--- src/rtl/sram_wr_port_arb.sv ---
// rtl/sram_wr_port_arb.sv - N_CH-channel write-port front end for one single-port SRAM bank
//
// Selects one write channel per cycle, either directly (mode=0, sel_in) or
// round-robin among requesters (mode=1, req). The selected channel sees a
// combinational one-hot grant, and its address and data reach the SRAM pins
// one cycle later through registers. wr_cnt counts issued writes and saturates.
//
// Ports:
//   clk, rst          clock, asynchronous active-high reset
//   mode              0 = direct select, 1 = round-robin
//   w_enable          global write enable
//   sel_in            direct-mode channel index (values >= N_CH mean "none")
//   req               round-robin per-channel request
//   A_in, D_in        packed channel address/data, channel k at [k*W +: W]
//   wr_cnt_clr        synchronous clear of wr_cnt
//   gnt               one-hot grant, same cycle as the request
//   CEN_out, WEN_out  SRAM chip/write enable, active-low, registered
//   A_out, D_out      SRAM address/data, registered, zero when idle
//   wr_cnt            saturating committed-write counter

`ifndef MA_width
`define MA_width 10
`endif
`ifndef D_width
`define D_width 32
`endif

module sram_wr_port_arb #(
   parameter int N_CH  = 16,
   parameter int MA_W  = `MA_width,
   parameter int D_W   = `D_width,
   parameter int SEL_W = $clog2(N_CH) + 1
) (
   input  logic                 clk,
   input  logic                 rst,
   input  logic                 mode,
   input  logic                 w_enable,
   input  logic [SEL_W-1:0]     sel_in,
   input  logic [N_CH-1:0]      req,
   input  logic [N_CH*MA_W-1:0] A_in,
   input  logic [N_CH*D_W-1:0]  D_in,
   input  logic                 wr_cnt_clr,
   output logic [N_CH-1:0]      gnt,
   output logic                 CEN_out,
   output logic                 WEN_out,
   output logic [MA_W-1:0]      A_out,
   output logic [D_W-1:0]       D_out,
   output logic [15:0]          wr_cnt
);

   localparam int PTR_W = $clog2(N_CH);

   logic [PTR_W-1:0] ptr;
   logic [PTR_W-1:0] rr_idx;
   logic             rr_found;
   logic [PTR_W-1:0] k;
   logic             issue;
   logic [MA_W-1:0]  a_sel;
   logic [D_W-1:0]   d_sel;

   // Round-robin search: first set req bit at or after ptr, wrapping at N_CH
   // (N_CH need not be a power of two, so the wrap is explicit).
   always_comb begin
      int c;
      c        = 0;
      rr_found = 1'b0;
      rr_idx   = '0;
      for (int i = 0; i < N_CH; i++) begin
         c = int'(ptr) + i;
         if (c >= N_CH) c = c - N_CH;
         if (!rr_found && req[c[PTR_W-1:0]]) begin
            rr_found = 1'b1;
            rr_idx   = c[PTR_W-1:0];
         end
      end
   end

   // Issue decision uses the mode sampled this cycle.
   always_comb begin
      if (mode) begin
         issue = w_enable && rr_found;
         k     = rr_idx;
      end else begin
         issue = w_enable && (sel_in < SEL_W'(N_CH));
         k     = sel_in[PTR_W-1:0];
      end
   end

   always_comb begin
      a_sel = A_in[int'(k)*MA_W +: MA_W];
      d_sel = D_in[int'(k)*D_W +: D_W];
      gnt   = issue ? (N_CH'(1) << k) : '0;
   end

   always_ff @(posedge clk or posedge rst) begin
      if (rst) begin
         CEN_out <= 1'b1;
         WEN_out <= 1'b1;
         A_out   <= '0;
         D_out   <= '0;
         ptr     <= '0;
         wr_cnt  <= '0;
      end else begin
         CEN_out <= ~issue;
         WEN_out <= ~issue;
         A_out   <= issue ? a_sel : '0;
         D_out   <= issue ? d_sel : '0;
         // ptr tracks the last issue in either mode so a mode switch resumes fairly.
         if (issue) ptr <= (k == PTR_W'(N_CH - 1)) ? '0 : k + 1'b1;
         if (wr_cnt_clr)
            wr_cnt <= '0;
         else if (issue && wr_cnt != 16'hFFFF)
            wr_cnt <= wr_cnt + 16'd1;
      end
   end

endmodule

--- config.mk ---
export PLATFORM = sky130hd
export DESIGN_NAME = sram_wr_port_arb
export DESIGN_NICKNAME = d
export VERILOG_FILES = /design/src/rtl/sram_wr_port_arb.sv
export SDC_FILE = /design/constraint.sdc
export NUM_CORES = 1
export LEC_CHECK = 0
export BUFFER_PORTS_ARGS = -buffer_cell sky130_fd_sc_hd__clkbuf_2
export CORE_AREA = 10 10 294 296
export CTS_CLUSTER_SIZE = 16
export DETAILED_ROUTE_END_ITERATION = 10
export DIE_AREA = 0 0 304 306
export GPL_ROUTABILITY_DRIVEN = 0
export PLACE_DENSITY = 0.43
export REMOVE_ABC_BUFFERS = 1
export SYNTH_ARGS = -nofsm -noshare
export SYNTH_HDL_FRONTEND = slang
export SYNTH_SLANG_ARGS = --single-unit
--- constraint.sdc ---
create_clock -name clk -period 18.5 [get_ports clk]
set_clock_uncertainty 0.15 [all_clocks]
set_input_delay 2.775 -clock clk [delete_from_list [all_inputs] [get_ports clk]]
set_output_delay 2.775 -clock clk [all_outputs]
set_load 0.02 [all_outputs]
==> results.sh <==
export IMPL_status="finished clean"
export IMPL_synth_top_area_share_pct=16.1
export IMPL_ys_ff_latch=63
export IMPL_crit_family="compound AO/OA/AOI/OAI gates"
export IMPL_p_per_area_mw_per_mm2=234
export IMPL_post_dp_cell_area_mm2=0.0155
export IMPL_max_stage_delay_ns=0.51
export IMPL_end_kind="output port"
export IMPL_clk_pin_slew_worst_paths_ns=0.06
export IMPL_clock_sinks=63
export IMPL_grt_pass1_wl_um=113000
export IMPL_worstSkewPairLatency_ns=0.38
export IMPL_dpl_cell_count=3239
export IMPL_dr_pass1_iters=5
export IMPL_htree_levels=3
export IMPL_wl_um=80900
export IMPL_grt_pass1_vias=15200
export IMPL_syn_area_mm2=0.0106
export IMPL_finalHoldViolCount=0
export IMPL_post_route_period_util_pct=56.5
export IMPL_nNetsFinal=2898
export IMPL_cellLeakagePower_uw=0.00798
export IMPL_syn_instance_count=1496
export IMPL_design_area_mm2=0.0159
export IMPL_row_count=104
export IMPL_swShare_pct=62.5
export IMPL_maxCapViolations=0
export IMPL_viasPerCell=4.47
export IMPL_slew_violations=0
export IMPL_fillers=9260
export IMPL_cpMaxStageDelayCell="and4_1"
export IMPL_ys_flop_type="dfrtp_1"
export IMPL_cts_tree="yes"
export IMPL_die_area_mm2=0.0930
export IMPL_dp_hpwl_um=67400
export IMPL_antenna_found_initial=16
export IMPL_worstSetupStartpointType="primary input"
export IMPL_wl_per_cell_um=24.8
export IMPL_io_pins=774
export IMPL_synth_most_common_cell="nand2_1"
export IMPL_synthDistinctLibCells=78
export IMPL_fmax_mhz=95.7
export IMPL_intPower_uw=1390
export IMPL_seqPwrFrac_pct=5.1
export IMPL_synth_area_leader_cell="nand2_1"
export IMPL_comb_power_share_pct=89.3
export IMPL_rsz0062_at_grt="no"
export IMPL_ir_drop_v=0.0000937
export IMPL_post_cts_buffers=0
export IMPL_setup_viol=0
export IMPL_die_h_um=306
export IMPL_synthArstFlopShare_pct=100
export IMPL_core_area_mm2=0.0803
export IMPL_pwr_share_clk_pct=5.6
export IMPL_p_sw_uw=2320
export IMPL_drt_iter0_markers=1135
export IMPL_slew_headroom_pct=40.5
export IMPL_placement_io_buffers=773
export IMPL_ys_warn_count=0
export IMPL_crit_path_max_fanout=61
export IMPL_critPathRequiredTime_ns=15.58
export IMPL_crit_type="in -> out"
export IMPL_worst_path_buf_inv=4
export IMPL_ctsResizeCount=0
export IMPL_numCtsBuffers=9
export IMPL_drtAntennaViolNets=0
export IMPL_syn_avg_cell_area_um2=7.07
export IMPL_die_w_um=304
export IMPL_utilization_pct=19.8
export IMPL_drive_gt1_share_pct=42.4
export IMPL_synthTopCellsByCount="454 x nand2_1, 145 x nand3_1, 129 x mux2i_1"
export IMPL_cts_hold_buf=0
export IMPL_period_needed_ns=10.45
export IMPL_multi_input_area_mm2=0.00843
export IMPL_worstPathCellList="clkbuf_2 -> mux2i_1 -> mux2i_1 -> o2bb2ai_1 -> a211oi_1 -> and4_1 -> nand4_2 -> o31a_1 -> a41oi_1 -> nand2_8 -> inv_8 -> ha_1 -> ha_1 -> inv_1 -> nor2_1 -> clkbuf_2"
export IMPL_root_buffer="clkbuf_16"
export IMPL_seqCellArea_mm2=0.00158
export IMPL_worstPathArrival_ns=7.53
export IMPL_worst_pin_slew_ns=0.893
export IMPL_drc=0
export IMPL_yosys_top_cells_area="nand2_1 16%, dfrtp_1 15%, mux2i_1 12%, mux4_2 9.4%, nand3_1 6.9%"
export IMPL_clock_path_buffers=2
export IMPL_num_vias=14600
export IMPL_grt_max_degree=74
export IMPL_synth_seq_area_share_pct=14.9
export IMPL_synth_enable_flop_cells=0
export IMPL_final_cells=3262
export IMPL_area_growth_pct=50.2
export IMPL_overflow=0
export IMPL_grt_usage_pct=16.4
export IMPL_initial_core_util_pct=13.2
export IMPL_fin_setup_tns_ns=0
export IMPL_hold_path_class="reg -> reg"
-- layout by cell type (no fill, tap or decap), types with 13 or more instances in the layout --
| master | synthesis | final |
|---|---|---|
| a21oi_1 | 58 | 58 |
| a22oi_1 | 27 | 27 |
| a31oi_1 | 41 | 40 |
| and3_1 | 24 | 24 |
| buf_4 | 24 | 36 |
| clkbuf_2 | 0 | 773 |
| dfrtp_1 | 62 | 61 |
| mux2_2 | 27 | 27 |
| mux2i_1 | 129 | 129 |
| mux4_2 | 44 | 44 |
| nand2_1 | 454 | 454 |
| nand3_1 | 145 | 145 |
| nand4_1 | 60 | 60 |
| nor2_1 | 51 | 43 |
| nor3_1 | 17 | 17 |
| o21ai_0 | 27 | 27 |
| xor2_1 | 13 | 13 |
-- power groups by stage --
stage / combinational (uW) / clock, uW / sequential (uW)
2_1_floorplan: 2150 / 0 / 266
3_3_place_gp: 3320 / 0 / 193
3_5_place_dp: 3300 / 0 / 193
4_1_cts: 3300 / 223 / 191
5_1_grt: 3580 / 226 / 194
6_report: 3320 / 208 / 191
-- stage by stage --
stage	hold WS, ns	power, uW	setup slack (ns)
floorplan	0.507	2420	2.46
global placement	0.407	3510	8.16
detailed placement	0.419	3490	8.15
CTS	0.433	3720	8.14
global route	0.452	4000	7.72
finish	0.431	3710	8.05
-- area by class of cell --
cell class	instances	area share, %
well taps	1060	8.35
clock inverters	7	0.630
repair buffers	809	26.1
multi-input cells	1290	53.0
inverters	17	0.465
clock buffers	9	1.42
flip-flops and latches	63	9.94
diodes	7	0.110
-- registers in the layout (all words and copies together), names as in the netlist --
name	flops
ptr	4
wr_cnt	16
A_out	10
D_out	32
WEN_out	1
-- worst register-to-register path: stages (launching register included) --
cell     delay (ns)
dfrtp_2        0.34
buf_4          0.50
inv_2          0.31
ha_1           0.35
buf_4          0.36
mux4_2         0.46
mux2i_2        0.31
mux2i_1        0.24
or2_1          0.34
nor4_4         0.38
nand4_2        0.31
o31a_1         0.40
a41oi_1        0.39
nand2_8        0.28
inv_8          0.50
buf_4          0.68
mux2_2         0.48
o22ai_1        0.32
o21ai_0        0.16
a22o_1         0.24
-- worst paths after layout --
kind | depth (start not counted) | end | slack, ns | start
min reg2reg | 2 | wr_cnt[15] | 0.43 | wr_cnt[15]
max in group asynchronous | 3 | D_out[25] | 14.95 | rst
min | 2 | wr_cnt[15] | 0.43 | wr_cnt[15]
max | 16 | gnt[7] | 8.05 | req[7]
max reg2reg | 19 | A_out[4] | 10.86 | ptr[0]
min in group asynchronous | 2 | wr_cnt[4] | 2.23 | rst
-- per-layer routing --
metal	part of all wire, %	vias to the layer above	track usage [%]
li1	-	6869	-
met1	41	6913	20.2
met2	49	731	28.4
met3	7.1	78	3.43
met4	2.5	0	5.15
met5	0	-	0
-- cell families (layout without fill, tap and decap cells) --
family	Yosys count	after routing	synth area share (%)
adder cells (fa/ha/maj)	10	10	1.18
flip-flops	63	63	14.9
buffers and inverters	143	842	6.49
XOR/XNOR	26	26	2.37
multiplexers	206	206	25.1
AND/OR/NAND/NOR	795	795	33.5
AO/OA/AOI/OAI	253	253	16.4
other	0	7	0
Power figures use the tool's default switching activity.
